==> config.mk <==
export PLATFORM = sky130hd
export DESIGN_NAME = iop_queue
export DESIGN_NICKNAME = d
export VERILOG_FILES = /design/src/rtl/iop_queue.sv
export SDC_FILE = /design/constraint.sdc
export NUM_CORES = 1
export LEC_CHECK = 0
export CORE_MARGIN = 2
export CORE_UTILIZATION = 29
export DETAILED_ROUTE_END_ITERATION = 12
export PLACE_DENSITY = 0.6
export SLEW_MARGIN = 20
export SYNTH_ARGS = -nofsm -noshare
export SYNTH_HDL_FRONTEND = slang
export SYNTH_SLANG_ARGS = --single-unit
==> constraint.sdc <==
create_clock -name clk -period 9.7 [get_ports clk]
set_input_delay 2.91 -clock clk [delete_from_list [all_inputs] [get_ports clk]]
set_output_delay 2.91 -clock clk [all_outputs]
set_load 0.05 [all_outputs]
==> src/rtl/iop_queue.sv <==
// Decoder-to-station bundle FIFO with flush and occupancy report.
// Optional 0-cycle bypass when empty: define IOPQ_BYPASS_EN.
module iop_queue #(
  parameter int DEPTH = 4,
  parameter int CNT_W = 3
) (
  input  logic             clk,
  input  logic             a_rst,
  input  logic             flush,
  input  logic             dec_valid,
  output logic             dec_ready,
  input  logic [31:0]      dec_iop,
  input  logic [2:0]       dec_iop_init,
  input  logic [15:0]      dec_pc,
  input  logic [15:0]      dec_k16,
  output logic             id_ack,
  output logic [31:0]      id_iop,
  output logic [2:0]       id_iop_init,
  output logic [15:0]      id_pc,
  output logic [15:0]      id_k16,
  input  logic             id_feed,
  output logic [CNT_W-1:0] q_count,
  output logic             q_empty,
  output logic             q_full
);

  localparam int AW = $clog2(DEPTH);
  localparam int BW = 67;

  logic [BW-1:0]    mem [DEPTH];
  logic [CNT_W-1:0] rd_ptr;
  logic [CNT_W-1:0] wr_ptr;
  logic [CNT_W-1:0] count;
  logic [BW-1:0]    head;
  logic [BW-1:0]    dec_bnd;
  logic [BW-1:0]    out_bnd;
  logic             empty;
  logic             full;
  logic             push;
  logic             pop;
  logic             byp;
  logic             byp_take;

  assign empty = (rd_ptr == wr_ptr);
  assign full  = (rd_ptr[AW-1:0] == wr_ptr[AW-1:0]) &&
                 (rd_ptr[AW] != wr_ptr[AW]);

  assign head    = mem[rd_ptr[AW-1:0]];
  assign dec_bnd = {dec_iop, dec_iop_init, dec_pc, dec_k16};

  assign dec_ready = ~full & ~flush;
  assign q_count   = count;
  assign q_empty   = empty;
  assign q_full    = full;

`ifdef IOPQ_BYPASS_EN
  // Empty queue hands the decoder bundle straight to the station.
  assign byp = empty & ~flush;
`else
  assign byp = 1'b0;
`endif

  assign byp_take = byp & dec_valid & id_feed;

  always_comb begin
    id_ack  = 1'b0;
    out_bnd = '0;
    if (byp) begin
      id_ack = dec_valid;
      if (dec_valid) out_bnd = dec_bnd;
    end else if (~empty && ~flush) begin
      id_ack  = 1'b1;
      out_bnd = head;
    end
  end

  assign {id_iop, id_iop_init, id_pc, id_k16} = out_bnd;

  assign push = dec_valid & dec_ready & ~byp_take;
  assign pop  = id_ack & id_feed & ~byp;

  always_ff @(posedge clk) begin
    if (push) mem[wr_ptr[AW-1:0]] <= dec_bnd;
  end

  always_ff @(posedge clk or posedge a_rst) begin
    if (a_rst) begin
      rd_ptr <= '0;
      wr_ptr <= '0;
      count  <= '0;
    end else if (flush) begin
      rd_ptr <= '0;
      wr_ptr <= '0;
      count  <= '0;
    end else begin
      if (push) wr_ptr <= wr_ptr + CNT_W'(1);
      if (pop)  rd_ptr <= rd_ptr + CNT_W'(1);
      unique case ({push, pop})
        2'b10:   count <= count + CNT_W'(1);
        2'b01:   count <= count - CNT_W'(1);
        default: count <= count;
      endcase
    end
  end

endmodule

# Word-level counts from Yosys, hierarchy flattened
# Memories as Yosys holds them, arrays and structs flattened.
# Index checks and enable logic that the tools add are counted.
[totals]
regBits = 9
latchBits = 0
ram_bits = 268
romBits = 0
elab_cells = 34
n_memories = 1
[op_classes]
n_addsub = 4
n_mul = 0
div = 0
magnitude_cmp = 0
eq_ne = 5
shift = 0
mux = 10
bitwise_logic = 6
reduce_logical = 5
[memory_table]
columns = ["memory", "depth", "word_bits", "read_ports", "rd_clocked_by_memory_dff", "write_ports", "line_no", "text"]
rows = [
  ["mem", 4, 67, 1, 0, 1, "30", "logic [BW-1:0] mem [DEPTH];"],
]
[op_table]
columns = ["cell", "n"]
rows = [
  ["$mux 67", 1],
  ["$mux 3", 5],
  ["$add 3x1->3 const B", 3],
  ["$pmux 3 s2", 1],
  ["$reduce_bool 2->1", 2],
  ["$and 1x1->1", 3],
  ["$eq 3x3->1", 1],
  ["$mux 1", 3],
  ["$not 1->1", 3],
  ["$reduce_bool 3->1", 1],
  ["$sub 3x1->3 const B", 1],
  ["$eq 2x1->1 const B", 1],
  ["$eq 2x2->1", 1],
  ["$eq 2x2->1 const B", 1],
  ["$logic_and 1x1->1", 2],
  ["$ne 1x1->1", 1],
]

# Longest topological paths before layout
[depth]
depth_word = 8
mapped_depth = 9

# Worst setup path after synthesis
# Ideal clock, no wire load.
[synth_path]
path_kind = "input to output"
start = "input port flush"
end = "output port id_iop[10]"
t_arrival_ns = 4.127
t_required_ns = 6.790
slack_ns = 2.663
stages = 4
path_buffers = 2
path_cell_list = "nand2b_1 buf_2 buf_2 nor2b_1"
[synth_between]
elab_chain_len = 3
[synth_rtl]
columns = ["element", "line_no", "text"]
rows = [
  ["from (decl)", "9", "input logic flush,"],
  ["$not 1->1", "71", "end else if (~empty && ~flush) begin"],
  ["$logic_and 1x1->1", "71", ""],
  ["$mux 67", "71", ""],
  ["to (decl)", "17", "output logic [31:0] id_iop,"],
]
# Every way passes these cells.

# Final worst setup path
[layout_path]
start = "input port flush"
end = "output port id_k16[12]"
[layout_between]
elab_chain_len = 3
[layout_rtl]
columns = ["element", "line_no", "text"]
rows = [
  ["$not 1->1", "71", ""],
  ["$logic_and 1x1->1", "71", ""],
  ["$mux 67", "71", ""],
  ["to (decl)", "20", "output logic [15:0] id_k16,"],
]
# Every way passes these cells.

==> out/qor.txt <==
Status -> finished, final reports clean
Gr usage total -> 11.16%
GPL Wtd Cong -> 0.7246
Least-Margin Pin Slew -> 815.4 ps
Met1 Track Usage GR -> 14.06%
Total Die Area -> 0.03882 sq mm
Std-Cell Rows -> 70
Routed wire per std cell -> 18.94 um
Post-CTS Resized -> 0
Crit start category -> input pin
ANT cells -> 0
Reg clk slew, reported paths -> 60 ps
CP Max Fanout -> 68
TritonRoute pass-1 iters -> 4
Largest net degree at the start of global routing -> 69
M2 GR Usage -> 19.62%
Pleak -> 4.360 nW
P per Cell Area -> 244.6 mW/mm^2
CP Class -> in -> out
Slew headroom -> 45.64%
Vias per inst -> 4.485
I/O Buffers -> 145
GRT Max-Usage Layer -> met2
Worst clock skew -> 21.47 ps
CTS tree -> done
Post-CTS Setup Repair Bufs -> 0
Die width -> 197.0 um
Tot Pwr -> 3.399 mW
Yosys top cell by area -> edfxtp_1
Starting density of the core -> 29.51%
Layout cells sized above 1 -> 19.56%
Final setup vio count -> 0
HP Start -> wr_ptr[2]
Required @ worst endpoint -> 6790 ps
CP startpoint -> flush
Cell variety after synth -> 32
Setup_tns -> 0 ps
R2R setup slack -> 5550 ps
Reg-to-reg critical path startpoint -> rd_ptr[0]
Synth Cell Area -> 0.01081 sq mm
Hold-fix buffers, CTS -> 0
Yosys top cell area share -> 74.48%
Sequential fraction of the synthesis area -> 76.56%
Skew-Pair Late Insertion Delay -> 550 ps
Max Cap Violations -> 0
Io pins -> 146
Final Critical Period -> 8352 ps
Flops & latches, synth -> 277
Post-synth ARST share -> 3.249%
Number of remaining DRC errors -> 0
Depth of the worst register-to-register path -> 9
Post-synth top flop -> edfxtp_1
Mapped Nets -> 575
Crit share post-route -> 86.10%
Slew Limit Fails -> 0
GR Util met3 -> 2.220%
WP data arrival -> 5440 ps
Layout Nets -> 734
Reg2reg end -> q_count[2]
First-pass GRT wire length -> 33,170 um
Cells after synthesis -> 497
Fmax achieved -> 0.1197 GHz
Post-route ant nets -> 0
GRT overflow -> 0
Synth-to-Final Area Change -> 28.57%
Cts bufs inserted -> 30
Synth top area cells -> edfxtp_1, mux4_2, nor2b_1
Vias -> 5,149
Hold path cells -> 1
Worst Hold End -> wr_ptr[2]
Core area -> 0.03661 sq mm
DP HPWL -> 12,470 um
Die H -> 197.0 um
Clock Tree Buf Depth -> 3
Post-Route WL -> 21,740 um
Clock Sinks -> 277
Final Hold Viols -> 0
First DRT Iteration DRCs -> 241
Synth warn -> 0
EDFF count, synth -> 268
Crit. End Element -> primary output
HP Class -> reg -> reg
Initial antenna violation count -> 0
Syn Area/Cell -> 21.74 sq um
Clock root buffer -> clkbuf_16
Htree depth -> 1
Unrepaired setup endpoints after global routing -> false
VDD IR max -> 0.1473 mV
Number of global-route vias before repair -> 5,669
## critical path: stages
cell             delay, ps
clkdlybuf4s50_1        660
nand2b_4               620
nor2b_1                330
clkdlybuf4s50_1        860
## worst max-delay path by stage
stage	to	slack, ps	cells after the start
final	id_k16[12]	1350	4
after global routing	id_k16[12]	1180	4
after global placement	id_k16[12]	1330	4
after CTS	id_k16[12]	1310	4
after floorplan	id_iop[10]	2660	4
after detailed placement	id_k16[12]	1300	4
## synthesized netlist by cell type (2+ instances only)
cell,n
edfxtp_1,268
nor2b_1,69
mux4_2,67
buf_2,10
clkbuf_1,10
dfrtp_1,9
nor2_1,7
ha_1,5
inv_1,5
nand2b_1,5
and2_1,4
xnor2_1,4
buf_4,3
mux2i_1,3
nand2_1,3
nor4_1,3
o31ai_1,3
xor2_1,3
o31a_1,2
xor2_2,2
## metrics by stage
stage               instance area, sq um  util (%)  setup slack, ps  hold WS, ps  instances
finish                             13890     37.95             1348        565.4       1148
global route                       13890     37.95             1176        615.0       1148
CTS                                13890     37.95             1308        565.2       1148
detailed placement                 12790     34.94             1304        543.7       1092
global placement                   12790     34.94             1329        536.0       1092
floorplan                          10810         -             2663        508.6        497
## placed cells by master (no fill, tap or decap), types with 4 or more instances in the layout
master	instances
clkbuf_1	5
ha_1	5
dfrtp_1	7
clkinv_2	4
inv_1	5
clkdlybuf4s50_1	145
edfxtp_1	268
buf_4	6
nor2b_1	69
and2_4	4
clkbuf_16	31
nand2b_1	4
xnor2_1	4
bufinv_16	7
nor2_1	7
mux4_2	67
## layer usage
layer,up-vias,wire [um]
met5,-,0
met4,0,540
met3,34,1139
met2,133,11020
met1,2649,9044
li1,2333,-
## kinds of logic after synthesis
kind of cell / after synthesis / share of synthesized area (%)
xor gates and xnor gates: 9 / 0.8685
muxes: 71 / 14.38
DFF: 277 / 76.56
and+or+nand+nor: 95 / 5.280
adders and majority gates: 6 / 0.7643
buffers and inverters: 29 / 1.297
AOI/OAI and AO/OA: 10 / 0.8454
## power breakdown
part           switching [mW]  total (mW)  internal [mW]
sequential             0.0511        1.41           1.36
clock                   0.451        1.24          0.790
combinational           0.431       0.747          0.317
## registers in the layout, summed over array words and instances, names as in the netlist
register,flops
rd_ptr,3
mem,268
q_count,3
wr_ptr,3
## final cells by class
type	count	area, sq um
clock buffer	39	835.8
clock inverter	17	265.3
fill	3385	22720
inverter	5	18.77
multi-input combinational	191	2410
sequential	277	8280
tap	468	585.6
timing repair buffer	151	1496
Note: power is estimated with default switching activity, not from simulation.
